File: src/rtl/spi_rx_pkg.sv
`default_nettype none
// ============================================================================
//  Module      : spi_pkg
//  Description : Shared constants and FSM encoding for the SPI receiver
//                (default word width, FIFO depth, receiver states).
//  Revision    : 1.0 - initial release
// ============================================================================
package spi_pkg;

    localparam int c_WORD_W_DEFAULT = 16;
    localparam int c_FIFO_DEPTH     = 4;
    localparam int c_FIFO_PTR_W     = $clog2(c_FIFO_DEPTH);

    typedef enum logic [0:0] {
        ST_IDLE  = 1'b0,
        ST_SHIFT = 1'b1
    } state_t;

endpackage
`default_nettype wire

File: src/rtl/spi_rx_if.sv
`default_nettype none
// ============================================================================
//  Module      : spi_rx_if
//  Description : SPI receiver bus bundle. Carries the raw SPI pins and the
//                received-word valid/ready stream plus error pulses.
//                slave  : receiver side (spi_rx)
//                master : transmitter / consumer side
//  Revision    : 1.0 - initial release
// ============================================================================
interface spi_rx_if
    import spi_pkg::*;
#(
    parameter int WORD_W = c_WORD_W_DEFAULT
) ();

    logic              SPI_CLK;
    logic              SPI_MOSI;
    logic              SPI_CS_N;
    logic [WORD_W-1:0] word_data;
    logic              word_valid;
    logic              word_ready;
    logic              overrun;
    logic              frame_err;

    modport slave (
        input  SPI_CLK, SPI_MOSI, SPI_CS_N, word_ready,
        output word_data, word_valid, overrun, frame_err
    );

    modport master (
        output SPI_CLK, SPI_MOSI, SPI_CS_N, word_ready,
        input  word_data, word_valid, overrun, frame_err
    );

endinterface
`default_nettype wire

File: src/rtl/spi_rx_sync.sv
`default_nettype none
// ============================================================================
//  Module      : spi_rx_sync
//  Description : Multi-flop synchronizer for one asynchronous input bit.
//                Reset loads every stage with RST_VAL so the idle level of
//                the SPI line is seen while the chain refills.
//  Ports       : clk, reset (async, active-high), i_d (async in),
//                o_q (synchronized out)
//  Revision    : 1.0 - initial release
// ============================================================================
module spi_rx_sync #(
    parameter int   SYNC_STAGES = 2,
    parameter logic RST_VAL     = 1'b1
) (
    input  logic clk,
    input  logic reset,
    input  logic i_d,
    output logic o_q
);

    logic [SYNC_STAGES-1:0] r_sync;

    generate
        if (SYNC_STAGES == 1) begin : g_single
            always_ff @(posedge clk or posedge reset) begin
                if (reset) r_sync <= RST_VAL;
                else       r_sync <= i_d;
            end
        end else begin : g_chain
            always_ff @(posedge clk or posedge reset) begin
                if (reset) r_sync <= {SYNC_STAGES{RST_VAL}};
                else       r_sync <= {r_sync[SYNC_STAGES-2:0], i_d};
            end
        end
    endgenerate

    assign o_q = r_sync[SYNC_STAGES-1];

endmodule
`default_nettype wire

File: src/rtl/spi_rx.sv
`default_nettype none
// ============================================================================
//  Module      : spi_rx
//  Description : SPI mode-0 slave receiver, oversampled by clk. SPI pins are
//                synchronized, SPI_CLK rising edges sample MOSI (MSB first)
//                into a WORD_W shift register; completed words go out on a
//                valid/ready stream.
//  Ports       : clk, reset (async, active-high), bus (spi_rx_if.slave)
//  Config      : SPI_RX_FIFO_EN defined   -> 4-deep output FIFO, a word
//                                            arriving when full is dropped
//                SPI_RX_FIFO_EN undefined -> single output register, a word
//                                            arriving while unaccepted
//                                            overwrites it
//  Revision    : 1.0 - initial release
// ============================================================================
module spi_rx
    import spi_pkg::*;
#(
    parameter int WORD_W      = c_WORD_W_DEFAULT,
    parameter int SYNC_STAGES = 2
) (
    input  logic     clk,
    input  logic     reset,
    spi_rx_if.slave  bus
);

    localparam int                 c_CNT_W    = $clog2(WORD_W + 1);
    localparam logic [c_CNT_W-1:0] c_CNT_FULL = c_CNT_W'(WORD_W);

    // ---------------------------------------------------------------- sync
    logic w_sclk;
    logic w_mosi;
    logic w_cs_n;

    spi_rx_sync #(.SYNC_STAGES(SYNC_STAGES), .RST_VAL(1'b1)) u_sync_sclk (
        .clk(clk), .reset(reset), .i_d(bus.SPI_CLK), .o_q(w_sclk)
    );
    spi_rx_sync #(.SYNC_STAGES(SYNC_STAGES), .RST_VAL(1'b1)) u_sync_mosi (
        .clk(clk), .reset(reset), .i_d(bus.SPI_MOSI), .o_q(w_mosi)
    );
    spi_rx_sync #(.SYNC_STAGES(SYNC_STAGES), .RST_VAL(1'b1)) u_sync_cs_n (
        .clk(clk), .reset(reset), .i_d(bus.SPI_CS_N), .o_q(w_cs_n)
    );

    logic r_sclk_dly;
    logic w_sclk_rise;

    always_ff @(posedge clk or posedge reset) begin
        if (reset) r_sclk_dly <= 1'b1;
        else       r_sclk_dly <= w_sclk;
    end

    assign w_sclk_rise = w_sclk & ~r_sclk_dly;

    // ----------------------------------------------------------------- FSM
    state_t              r_state;
    state_t              w_state_nxt;
    logic                w_clear;
    logic                w_shift_en;
    logic                w_frame_err_nxt;
    logic [c_CNT_W-1:0]  r_cnt;
    logic [WORD_W-1:0]   r_shift;
    logic                w_word_done;
    logic                r_frame_err;
    logic                r_overrun;

    // The counter sits at WORD_W for exactly one cycle; that cycle is the
    // hand-off of the finished word to the output stage.
    assign w_word_done = (r_cnt == c_CNT_FULL);

    always_ff @(posedge clk or posedge reset) begin
        if (reset) r_state <= ST_IDLE;
        else       r_state <= w_state_nxt;
    end

    always_comb begin
        w_state_nxt     = r_state;
        w_clear         = 1'b0;
        w_shift_en      = 1'b0;
        w_frame_err_nxt = 1'b0;
        case (r_state)
            ST_IDLE: begin
                if (!w_cs_n) begin
                    w_state_nxt = ST_SHIFT;
                    w_clear     = 1'b1;
                end
            end
            ST_SHIFT: begin
                if (w_cs_n) begin
                    w_state_nxt = ST_IDLE;
                    w_clear     = 1'b1;
                    // A word finishing in this very cycle is still delivered,
                    // so it does not count as a truncated frame.
                    w_frame_err_nxt = (r_cnt != '0) && !w_word_done;
                end else begin
                    w_shift_en = w_sclk_rise;
                end
            end
            default: w_state_nxt = ST_IDLE;
        endcase
    end

    // ------------------------------------------------------------ datapath
    // A shift cannot coincide with w_word_done: SPI_CLK rises are at least
    // four clk cycles apart, the done cycle follows a rise by one.
    always_ff @(posedge clk or posedge reset) begin
        if (reset) begin
            r_cnt   <= '0;
            r_shift <= '0;
        end else if (w_clear) begin
            r_cnt   <= '0;
            r_shift <= '0;
        end else if (w_word_done) begin
            r_cnt   <= '0;
        end else if (w_shift_en) begin
            r_shift <= {r_shift[WORD_W-2:0], w_mosi};
            r_cnt   <= r_cnt + 1'b1;
        end
    end

    always_ff @(posedge clk or posedge reset) begin
        if (reset) r_frame_err <= 1'b0;
        else       r_frame_err <= w_frame_err_nxt;
    end

    // -------------------------------------------------------- output stage
`ifdef SPI_RX_FIFO_EN
    localparam logic [c_FIFO_PTR_W:0] c_FIFO_FULL = (c_FIFO_PTR_W + 1)'(c_FIFO_DEPTH);

    logic [WORD_W-1:0]       r_mem [c_FIFO_DEPTH];
    logic [c_FIFO_PTR_W-1:0] r_wr_ptr;
    logic [c_FIFO_PTR_W-1:0] r_rd_ptr;
    logic [c_FIFO_PTR_W:0]   r_count;
    logic                    w_full;
    logic                    w_pop;
    logic                    w_push_ok;

    assign w_full    = (r_count == c_FIFO_FULL);
    assign w_pop     = (r_count != '0) & bus.word_ready;
    // A pop in the same cycle frees the slot, so a full FIFO still accepts.
    assign w_push_ok = w_word_done & (!w_full | w_pop);

    always_ff @(posedge clk or posedge reset) begin
        if (reset) begin
            for (int i = 0; i < c_FIFO_DEPTH; i++) r_mem[i] <= '0;
            r_wr_ptr  <= '0;
            r_rd_ptr  <= '0;
            r_count   <= '0;
            r_overrun <= 1'b0;
        end else begin
            r_overrun <= w_word_done & w_full & !w_pop;
            if (w_push_ok) begin
                r_mem[r_wr_ptr] <= r_shift;
                r_wr_ptr        <= r_wr_ptr + 1'b1;
            end
            if (w_pop) r_rd_ptr <= r_rd_ptr + 1'b1;
            case ({w_push_ok, w_pop})
                2'b10:   r_count <= r_count + 1'b1;
                2'b01:   r_count <= r_count - 1'b1;
                default: r_count <= r_count;
            endcase
        end
    end

    assign bus.word_data  = r_mem[r_rd_ptr];
    assign bus.word_valid = (r_count != '0);
`else
    logic [WORD_W-1:0] r_word;
    logic              r_valid;

    always_ff @(posedge clk or posedge reset) begin
        if (reset) begin
            r_word    <= '0;
            r_valid   <= 1'b0;
            r_overrun <= 1'b0;
        end else begin
            r_overrun <= w_word_done & r_valid & ~bus.word_ready;
            if (w_word_done) begin
                // Covers the accept-and-refill cycle too: no valid gap.
                r_word  <= r_shift;
                r_valid <= 1'b1;
            end else if (r_valid & bus.word_ready) begin
                r_valid <= 1'b0;
            end
        end
    end

    assign bus.word_data  = r_word;
    assign bus.word_valid = r_valid;
`endif

    assign bus.overrun   = r_overrun;
    assign bus.frame_err = r_frame_err;

endmodule
`default_nettype wire

File: src/flat_wrapper.sv
// flat-port wrapper written by rule: the top's interface ports become plain ports
module spi_rx_flat import spi_pkg::*;
#(
    parameter int WORD_W      = c_WORD_W_DEFAULT,
    parameter int SYNC_STAGES = 2
)
  (clk, reset, bus_SPI_CLK, bus_SPI_MOSI, bus_SPI_CS_N, bus_word_ready, bus_word_data, bus_word_valid, bus_overrun, bus_frame_err);
  spi_rx_if #(.WORD_W(WORD_W)) bus_i ();
  input  logic clk;
  input  logic reset;
  input wire logic [$bits(bus_i.SPI_CLK)-1:0] bus_SPI_CLK;
  input wire logic [$bits(bus_i.SPI_MOSI)-1:0] bus_SPI_MOSI;
  input wire logic [$bits(bus_i.SPI_CS_N)-1:0] bus_SPI_CS_N;
  input wire logic [$bits(bus_i.word_ready)-1:0] bus_word_ready;
  output wire logic [$bits(bus_i.word_data)-1:0] bus_word_data;
  output wire logic [$bits(bus_i.word_valid)-1:0] bus_word_valid;
  output wire logic [$bits(bus_i.overrun)-1:0] bus_overrun;
  output wire logic [$bits(bus_i.frame_err)-1:0] bus_frame_err;
  assign bus_i.SPI_CLK = bus_SPI_CLK;
  assign bus_i.SPI_MOSI = bus_SPI_MOSI;
  assign bus_i.SPI_CS_N = bus_SPI_CS_N;
  assign bus_i.word_ready = bus_word_ready;
  assign bus_word_data = bus_i.word_data;
  assign bus_word_valid = bus_i.word_valid;
  assign bus_overrun = bus_i.overrun;
  assign bus_frame_err = bus_i.frame_err;
  spi_rx #(.WORD_W(WORD_W), .SYNC_STAGES(SYNC_STAGES)) u_core (.clk(clk), .reset(reset), .bus(bus_i));
endmodule
File: config.mk
export PLATFORM = sky130hd
export DESIGN_NAME = spi_rx_flat
export DESIGN_NICKNAME = d
export VERILOG_FILES = /design/src/rtl/spi_rx_pkg.sv /design/src/rtl/spi_rx_if.sv /design/src/rtl/spi_rx_sync.sv /design/src/rtl/spi_rx.sv /design/src/flat_wrapper.sv
export SDC_FILE = /design/constraint.sdc
export NUM_CORES = 1
export LEC_CHECK = 0
export ABC_AREA = 1
export CORE_ASPECT_RATIO = 1.2
export CORE_MARGIN = 2
export CORE_UTILIZATION = 45
export DETAILED_ROUTE_END_ITERATION = 10
export GPL_ROUTABILITY_DRIVEN = 0
export GPL_TIMING_DRIVEN = 0
export MAX_ROUTING_LAYER = met4
export PLACE_DENSITY = 0.67
export SYNTH_ARGS = -nofsm -noshare
export SYNTH_HDL_FRONTEND = slang
export SYNTH_SLANG_ARGS = --single-unit
File: constraint.sdc
create_clock -name clk -period 1.9 [get_ports clk]
set_input_delay 0.475 -clock clk [delete_from_list [all_inputs] [get_ports clk]]
set_output_delay 0.475 -clock clk [all_outputs]
set_load 0.01 [all_outputs]
==> results of run 1 <==
power by group:
group | leakage [nW] | switching (mW) | internal (mW)
registers | 0.644 | 0.00642 | 1.04
clock network | 0.0434 | 0.342 | 0.295
logic | 0.393 | 0.0594 | 0.0323
Yosys cell counts, types with 2 or more instances:
| master | count | area share [%] |
|---|---|---|
| a21oi_1 | 2 | 0.49 |
| buf_4 | 3 | 1.1 |
| buf_6 | 4 | 2.2 |
| dfrtp_1 | 41 | 51 |
| dfstp_2 | 7 | 9.1 |
| ha_1 | 2 | 1.2 |
| inv_1 | 28 | 5.2 |
| nand2_1 | 48 | 8.9 |
| nand3_1 | 20 | 4.9 |
| nand4_1 | 3 | 0.93 |
| nor2_1 | 7 | 1.3 |
| nor2_2 | 2 | 0.62 |
| o21ai_0 | 28 | 6.9 |
| o21ai_2 | 7 | 3.0 |
metal layers:
| layer | track usage, % | up-vias | wire length (microns) |
|---|---|---|---|
| met2 | 25.7 | 28 | 1740 |
| met4 | 6.88 | 0 | 66 |
| li1 | - | 730 | - |
| met1 | 20.5 | 695 | 1620 |
| met5 | - | - | 0 |
| met3 | 3.91 | 7 | 129 |
sequential cells by signal, indices dropped and copies added, names as in the netlist:
register / flops
u_core.bus.word_data: 16
u_core.r_shift: 16
u_core.r_cnt: 5
u_core.u_sync_cs_n.r_sync: 2
u_core.u_sync_mosi.r_sync: 2
u_core.u_sync_sclk.r_sync: 2
u_core.bus.frame_err: 1
u_core.bus.overrun: 1
u_core.bus.word_valid: 1
u_core.r_sclk_dly: 1
u_core.r_state: 1
path summary, 6_finish.rpt:
path / startpoint / cells after the start / slack [ns] / end
max in group asynchronous: reset / 3 / 0.81 / u_core.r_sclk_dly
worst max-delay path: u_core.bus.word_data[7] / 1 / 0.19 / bus_word_data[7]
min in group asynchronous: reset / 2 / 0.50 / u_core.bus.word_data[2]
worst max register to register: u_core.r_cnt[0] / 6 / 0.43 / u_core.r_shift[5]
worst min register to register: u_core.u_sync_cs_n.r_sync[0] / 0 / 0.36 / u_core.u_sync_cs_n.r_sync[1]
worst min-delay path: u_core.u_sync_cs_n.r_sync[0] / 0 / 0.36 / u_core.u_sync_cs_n.r_sync[1]
kinds of logic after synthesis:
family | after synthesis | synth area share, %
buffers and inverters | 39 | 9.94
and+or+nand+nor | 83 | 18.2
DFF | 48 | 59.7
xor gates and xnor gates | 1 | 0.432
AOI/OAI and AO/OA | 37 | 10.4
adders and majority gates | 2 | 1.24
final cells by class:
class	count	area [sq um]	area share [%]
Sequential cell	48	1210	49.3
Clock inverter	2	15.0	0.612
Multi-Input combinational cell	123	614	25.0
Inverter	28	105	4.28
Buffer	11	96.3	3.93
Clock buffer	6	82.6	3.37
Timing Repair Buffer	25	260	10.6
Tap cell	56	70.1	2.86
per-stage QoR:
stage | setup TNS [ns] | hold slack (ns) | power [mW] | utilization [%]
after floorplan | 0 | 0.345 | 1.12 | -
after global placement | -28.70 | 0.346 | 1.15 | 54.4
after detailed placement | 0 | 0.347 | 1.16 | 54.9
after CTS | 0 | 0.360 | 1.80 | 57.1
after global routing | 0 | 0.362 | 1.86 | 57.1
final | 0 | 0.359 | 1.77 | 57.1
==> flow_summary.json, run 1 <==
{
  "status": "finished, final reports clean",
  "mostFrequentLayoutCell": "nand2_1",
  "rows": 26,
  "worst_pin_slew_ns": 0.490,
  "dp_hpwl_mm": 2.41,
  "dpl_cell_area_sq_mm": 0.00236,
  "finClkSkew_ns": 0.0123,
  "fin_nets": 250,
  "min_period_ns": 1.71,
  "numPortBuffers": 24,
  "htreeDepth": 2,
  "drc": 0,
  "dp_cells": 291,
  "hold_viol_final": 0,
  "initial_core_util_pct": 47.2,
  "wirelength_mm": 3.55,
  "crit_family": "buffers and inverters",
  "ys.flop_type": "dfrtp_1",
  "grt_max_degree": 27,
  "antenna_left": 0,
  "syn-cell-area_sq_mm": 0.00203,
  "worstPathCellList": "clkdlybuf4s50_1",
  "drive_gt1_share_pct": 16.0,
  "yosysWarnings": 0,
  "die_y_microns": 77.5,
  "n_antenna_cell": 0,
  "power.density_mw_per_mm2": 723,
  "power_leakage_nw": 1.08,
  "synth_edf_count": 0,
  "drv_slew": 0,
  "yosysSeqAreaShare_pct": 59.7,
  "postSynth.asyncResetShare_pct": 100,
  "synth.avg_cell_area_sq_um": 9.65,
  "layout_common_cells": "nand2_1, dfrtp_1, o21ai_0",
  "path_max_fanout": 2,
  "fin_ws_ns": 0.188,
  "dp_slack_ns": 0.443,
  "hp-class": "reg -> reg",
  "synth_seq_cells": 48,
  "cts_hold_buffers": 0,
  "drt-vias-per-instance": 4.88,
  "insertion_delay_ns": 0.30,
  "vias": 1460,
  "max_cap_viol_count": 0,
  "dieArea_sq_mm": 0.00506,
  "coreArea_sq_mm": 0.00429,
  "dr.first_iter.drc_count": 85,
  "relSlewSlack_pct": 67.3,
  "fin_crit_sh_pct": 90.1,
  "clockBufferDepth": 2,
  "grt_pass1_wl_mm": 6.23,
  "critPathKind": "reg -> out",
  "ir_worst_vdd_mv": 0.405,
  "synth_cells": 210,
  "yosysUniqueCellTypes": 22,
  "worstSetupEndpointType": "output pin",
  "antenna_found_initial": 0,
  "final_cell_area_sq_mm": 0.00245,
  "max_freq_mhz": 584,
  "wl_per_cell_microns": 11.9,
  "finalNonFillerCells": 299,
  "startpoint_type": "flip-flop",
  "fill_cells": 397,
  "cp.arrival_ns": 1.24,
  "synth_fp_nets": 218,
  "ioPinCount": 25,
  "cts.clk_slew.worst_paths_ns": 0.09,
  "finalSetupViolations": 0,
  "cts.sinks": 48,
  "clockRootBuffer": "clkbuf_8",
  "grt_usage_pct": 16.5,
  "cts_made_buffers": 5,
  "required_ns": 1.42,
  "cpPeakStageDelay_ns": 0.55,
  "drt_first_pass_iters": 4,
  "overflow": 0,
  "grt_pass1_vias": 1353,
  "slowest_stage": "clkdlybuf4s50_1",
  "critPathBufInv": 1,
  "postCtsSetupBuffers": 0,
  "cts_tree": "done",
  "rsz0062_at_grt": "no",
  "fp.dieW_microns": 65.2,
  "cts_resized": 0,
  "areaGrowthSynthToFinish_pct": 21.1
}
Power figures use the tool's default switching activity.
==> run 2, diff against run 1 <==
--- a/config.mk
+++ b/config.mk
@@ -6,14 +6,13 @@
 export NUM_CORES = 1
 export LEC_CHECK = 0
 export ABC_AREA = 1
-export CORE_ASPECT_RATIO = 1.2
 export CORE_MARGIN = 2
-export CORE_UTILIZATION = 45
+export CORE_UTILIZATION = 54
 export DETAILED_ROUTE_END_ITERATION = 10
 export GPL_ROUTABILITY_DRIVEN = 0
 export GPL_TIMING_DRIVEN = 0
 export MAX_ROUTING_LAYER = met4
-export PLACE_DENSITY = 0.67
+export PLACE_DENSITY = 0.78
 export SYNTH_ARGS = -nofsm -noshare
 export SYNTH_HDL_FRONTEND = slang
 export SYNTH_SLANG_ARGS = --single-unit
==> flow_summary.json, run 2 (synthesized netlist as in run 1, its figures left out) <==
{
  "wirelength_mm": 3.64,
  "dp_slack_ns": 0.440,
  "worst_pin_slew_ns": 0.354,
  "cp.depth": 1,
  "initial_core_util_pct": 55.8,
  "finalNonFillerCells": 291,
  "rsz0062_at_grt": "no",
  "hold_viol_final": 0,
  "worstSetupEndpointType": "output pin",
  "die_y_microns": 65.2,
  "path_max_fanout": 2,
  "finalSetupViolations": 0,
  "critPathBufInv": 1,
  "p_int_mw": 1.46,
  "finClkSkew_ns": 0.00991,
  "drv_slew": 0,
  "dieArea_sq_mm": 0.00426,
  "insertion_delay_ns": 0.30,
  "fin_ws_ns": 0.232,
  "coreArea_sq_mm": 0.00363,
  "cts_hold_buffers": 0,
  "max_freq_mhz": 599,
  "ioPinCount": 25,
  "power_mw": 1.86,
  "pwr-share-clk_pct": 38.7,
  "power_leakage_nw": 1.09,
  "drc": 0,
  "postCtsSetupBuffers": 0,
  "dr.first_iter.drc_count": 93,
  "grt_usage_pct": 20.6,
  "swShare_pct": 21.3,
  "startpoint_type": "flip-flop",
  "grt_pass1_vias": 1466,
  "status": "finished, final reports clean",
  "antenna_found_initial": 0,
  "overflow": 0,
  "dp_cells": 283,
  "cts_tree": "done",
  "clockRootBuffer": "clkbuf_8",
  "power.density_mw_per_mm2": 756,
  "numPortBuffers": 24,
  "wl_per_cell_microns": 12.5,
  "drt-vias-per-instance": 5.12,
  "critPathKind": "reg -> out",
  "pwr-share-seq_pct": 56.3,
  "n_antenna_cell": 0,
  "cts_made_buffers": 5,
  "clockBufferDepth": 2,
  "fin_crit_sh_pct": 87.8,
  "fill_cells": 301,
  "switchingPower_mw": 0.394,
  "layout_common_cells": "nand2_1, dfrtp_1, o21ai_0",
  "drt_first_pass_iters": 4,
  "worstPathCellList": "clkdlybuf4s50_1",
  "max_cap_viol_count": 0,
  "antenna_left": 0,
  "min_period_ns": 1.67,
  "mostFrequentLayoutCell": "nand2_1",
  "hp-class": "reg -> reg",
  "required_ns": 1.42,
  "grt_pass1_wl_mm": 6.42,
  "fin_nets": 250,
  "rows": 22,
  "cp.arrival_ns": 1.19,
  "crit_family": "buffers and inverters",
  "grt_max_degree": 41,
  "fp.dieW_microns": 65.2,
  "drive_gt1_share_pct": 15.6,
  "cts.clk_slew.worst_paths_ns": 0.09,
  "areaGrowthSynthToFinish_pct": 21.1,
  "dp_hpwl_mm": 2.52,
  "vias": 1489,
  "htreeDepth": 2,
  "postLayoutCoreUtil_pct": 67.5,
  "reg2reg_depth": 6,
  "pwr-share-comb_pct": 5.0,
  "cpPeakStageDelay_ns": 0.53,
  "ir_worst_vdd_mv": 0.520,
  "slowest_stage": "clkdlybuf4s50_1",
  "cts.sinks": 48,
  "whs_path_depth": 0,
  "relSlewSlack_pct": 76.4,
  "cts_resized": 0
}
-- run 2: path summary, 6_finish.rpt --
check,from,to,slack [ns]
hold / removal,u_core.u_sync_mosi.r_sync[0],u_core.u_sync_mosi.r_sync[1],0.36
setup / recovery,u_core.bus.word_data[10],bus_word_data[10],0.23
min in group asynchronous,reset,u_core.bus.word_data[3],0.40
hold reg to reg,u_core.u_sync_mosi.r_sync[0],u_core.u_sync_mosi.r_sync[1],0.36
max in group asynchronous,reset,u_core.u_sync_cs_n.r_sync[0],0.97
setup reg to reg,u_core.r_cnt[0],u_core.r_shift[5],0.45
-- run 2: stage by stage --
step | TNS [ns] | area, sq um | hold WS (ns)
finish | 0 | 2450 | 0.359
floorplan | 0 | 2030 | 0.345
CTS | 0 | 2450 | 0.361
detailed placement | 0 | 2350 | 0.349
global placement | -25.40 | 2330 | 0.345
global route | 0 | 2450 | 0.362
-- run 2: cell type report --
type                            instances  area [sq um]  area share [%]
Clock inverter                          2          35.0            1.43
Timing Repair Buffer                   25           260            10.6
Sequential cell                        48          1210            49.3
Clock buffer                            6          72.6            2.96
Tap cell                               48          60.1            2.45
Inverter                               28           105            4.28
Buffer                                 11          96.3            3.93
Multi-Input combinational cell        123           614            25.0
-- run 2: power by group through the flow --
stage	combinational (mW)	sequential (mW)	clock, mW
5_1_grt	0.105	1.05	0.776
2_1_floorplan	0.0588	1.06	0
6_report	0.0923	1.04	0.719
3_5_place_dp	0.0937	1.06	0
3_3_place_gp	0.0859	1.06	0
4_1_cts	0.0941	1.04	0.733
-- run 2: routing by layer --
metal	GRT usage (%)	vias to the layer above	part of all wire, %	wire, microns
met5	-	-	0	0
met4	9.11	0	2.2	80
met3	4.45	9	4.8	174
met2	33.3	42	48	1750
met1	25.2	712	45	1630
li1	-	726	-	-
==> run 3, diff against run 2 <==
--- a/config.mk
+++ b/config.mk
@@ -6,7 +6,8 @@
 export NUM_CORES = 1
 export LEC_CHECK = 0
 export ABC_AREA = 1
-export CORE_MARGIN = 2
+export CAP_MARGIN = 20
+export CORE_MARGIN = 4
 export CORE_UTILIZATION = 54
 export DETAILED_ROUTE_END_ITERATION = 10
 export GPL_ROUTABILITY_DRIVEN = 0
==> flow_summary.json, run 3 (synthesized netlist as in run 1, its figures left out) <==
{
  "cp.arrival_ns": 1.21,
  "coreArea_sq_mm": 0.00347,
  "numPortBuffers": 24,
  "grt_usage_pct": 16.9,
  "initial_core_util_pct": 58.4,
  "multiInputGateArea_sq_um": 614,
  "slowest_stage": "clkdlybuf4s50_1",
  "drt-vias-per-instance": 5.01,
  "dieArea_sq_mm": 0.00479,
  "drv_slew": 0,
  "ir_worst_vdd_mv": 0.599,
  "power.density_mw_per_mm2": 706,
  "max_cap_viol_count": 0,
  "cts_tree": "done",
  "insertion_delay_ns": 0.30,
  "power_leakage_nw": 1.08,
  "fin_crit_sh_pct": 88.5,
  "worstPathCellList": "clkdlybuf4s50_1",
  "timing.rr.end": "u_core.bus.word_data[12]",
  "htreeDepth": 2,
  "cpPeakStageDelay_ns": 0.54,
  "dp_cells": 281,
  "reg2reg_from": "u_core.r_cnt[0]",
  "die_y_microns": 69.2,
  "hold_start": "u_core.u_sync_mosi.r_sync[0]",
  "seq_area_sq_mm": 0.00121,
  "startpoint_type": "flip-flop",
  "clockBufferDepth": 2,
  "hp-class": "reg -> reg",
  "status": "finished, final reports clean",
  "rsz0062_at_grt": "no",
  "clockRootBuffer": "clkbuf_8",
  "reg2reg_depth": 5,
  "cts_hold_buffers": 0,
  "drt_first_pass_iters": 4,
  "min_period_ns": 1.68,
  "mostFrequentLayoutCell": "nand2_1",
  "cts_made_buffers": 5,
  "cts_resized": 0,
  "antenna_found_initial": 0,
  "r2r_slack_ns": 0.44,
  "whs_path_depth": 0,
  "vias": 1449,
  "finalNonFillerCells": 289,
  "overflow": 0,
  "rows": 21,
  "cts.clk_slew.worst_paths_ns": 0.08,
  "wl_per_cell_microns": 12.1,
  "path_max_fanout": 2,
  "ioPinCount": 25,
  "worst_pin_slew_ns": 0.401,
  "areaGrowthSynthToFinish_pct": 19.7,
  "antenna_left": 0,
  "cts.sinks": 48,
  "final.setup.tns_ns": 0,
  "grt_pass1_wl_mm": 6.33,
  "n_antenna_cell": 0,
  "fp.dieW_microns": 69.2,
  "critPathBufInv": 1,
  "max_freq_mhz": 594,
  "critPathKind": "reg -> out",
  "finClkSkew_ns": 0.0114,
  "relSlewSlack_pct": 73.2,
  "fill_cells": 289,
  "holdWs_ns": 0.358,
  "hold_end": "u_core.u_sync_mosi.r_sync[1]",
  "required_ns": 1.42,
  "fin_nets": 250,
  "drive_gt1_share_pct": 15.2,
  "dp_hpwl_mm": 2.58,
  "layout_common_cells": "nand2_1, dfrtp_1, o21ai_0",
  "dr.first_iter.drc_count": 126,
  "drc": 0,
  "grt_max_degree": 31,
  "postCtsSetupBuffers": 0,
  "crit_family": "buffers and inverters",
  "worstSetupEndpointType": "output pin",
  "finalSetupViolations": 0,
  "power_mw": 1.71,
  "wirelength_mm": 3.49,
  "grt_pass1_vias": 1360,
  "hold_viol_final": 0
}
[run 3: cell count changes in the layout (fill, tap and decap cells not counted), sizes merged]
cell	previous run	this run
bufinv	1	0
clkbuf	8	9
[run 3: report_power, final]
group / internal [mW] / switching (mW) / leakage (nW)
Combinational: 0.0323 / 0.0587 / 0.393
Clock: 0.258 / 0.316 / 0.0422
Sequential: 1.04 / 0.00653 / 0.644
[run 3: area by class of cell]
cell class	instances	share of cell area, %
clock inverters	1	0.206
multi-input cells	123	25.3
clock buffers	7	3.15
inverters	28	4.33
flip-flops and latches	48	49.9
repair buffers	25	10.7
plain buffers	11	3.97
well taps	46	2.37
[run 3: how the worst max path moves through the flow]
stage                       startpoint                        to  slack, ns  depth (start not counted)
2_1_floorplan                    reset      u_core.bus.frame_err       0.29                          1
4_1_cts        u_core.bus.word_data[7]          bus_word_data[7]       0.20                          1
5_1_grt        u_core.bus.word_data[7]          bus_word_data[7]       0.17                          1
6_report       u_core.bus.word_data[7]          bus_word_data[7]       0.22                          1
3_3_place_gp                     reset           u_core.r_cnt[2]      -0.56                          2
3_5_place_dp           u_core.r_cnt[0]  u_core.bus.word_data[12]       0.41                          5
[run 3: routing by layer]
metal / track usage, % / share of wire [%] / vias up
met4: 5.21 / 1.2 / 0
li1: - / - / 729
met1: 23.5 / 48 / 677
met3: 4.49 / 5.6 / 5
met5: - / 0 / -
met2: 24.6 / 45 / 38
[run 3: stage by stage]
step | setup slack, ns | util, % | cell area (sq um)
floorplan | 0.292 | - | 2030
global placement | -0.560 | 67.0 | 2320
detailed placement | 0.413 | 67.6 | 2340
CTS | 0.195 | 69.9 | 2420
global route | 0.175 | 69.9 | 2420
finish | 0.218 | 69.9 | 2420
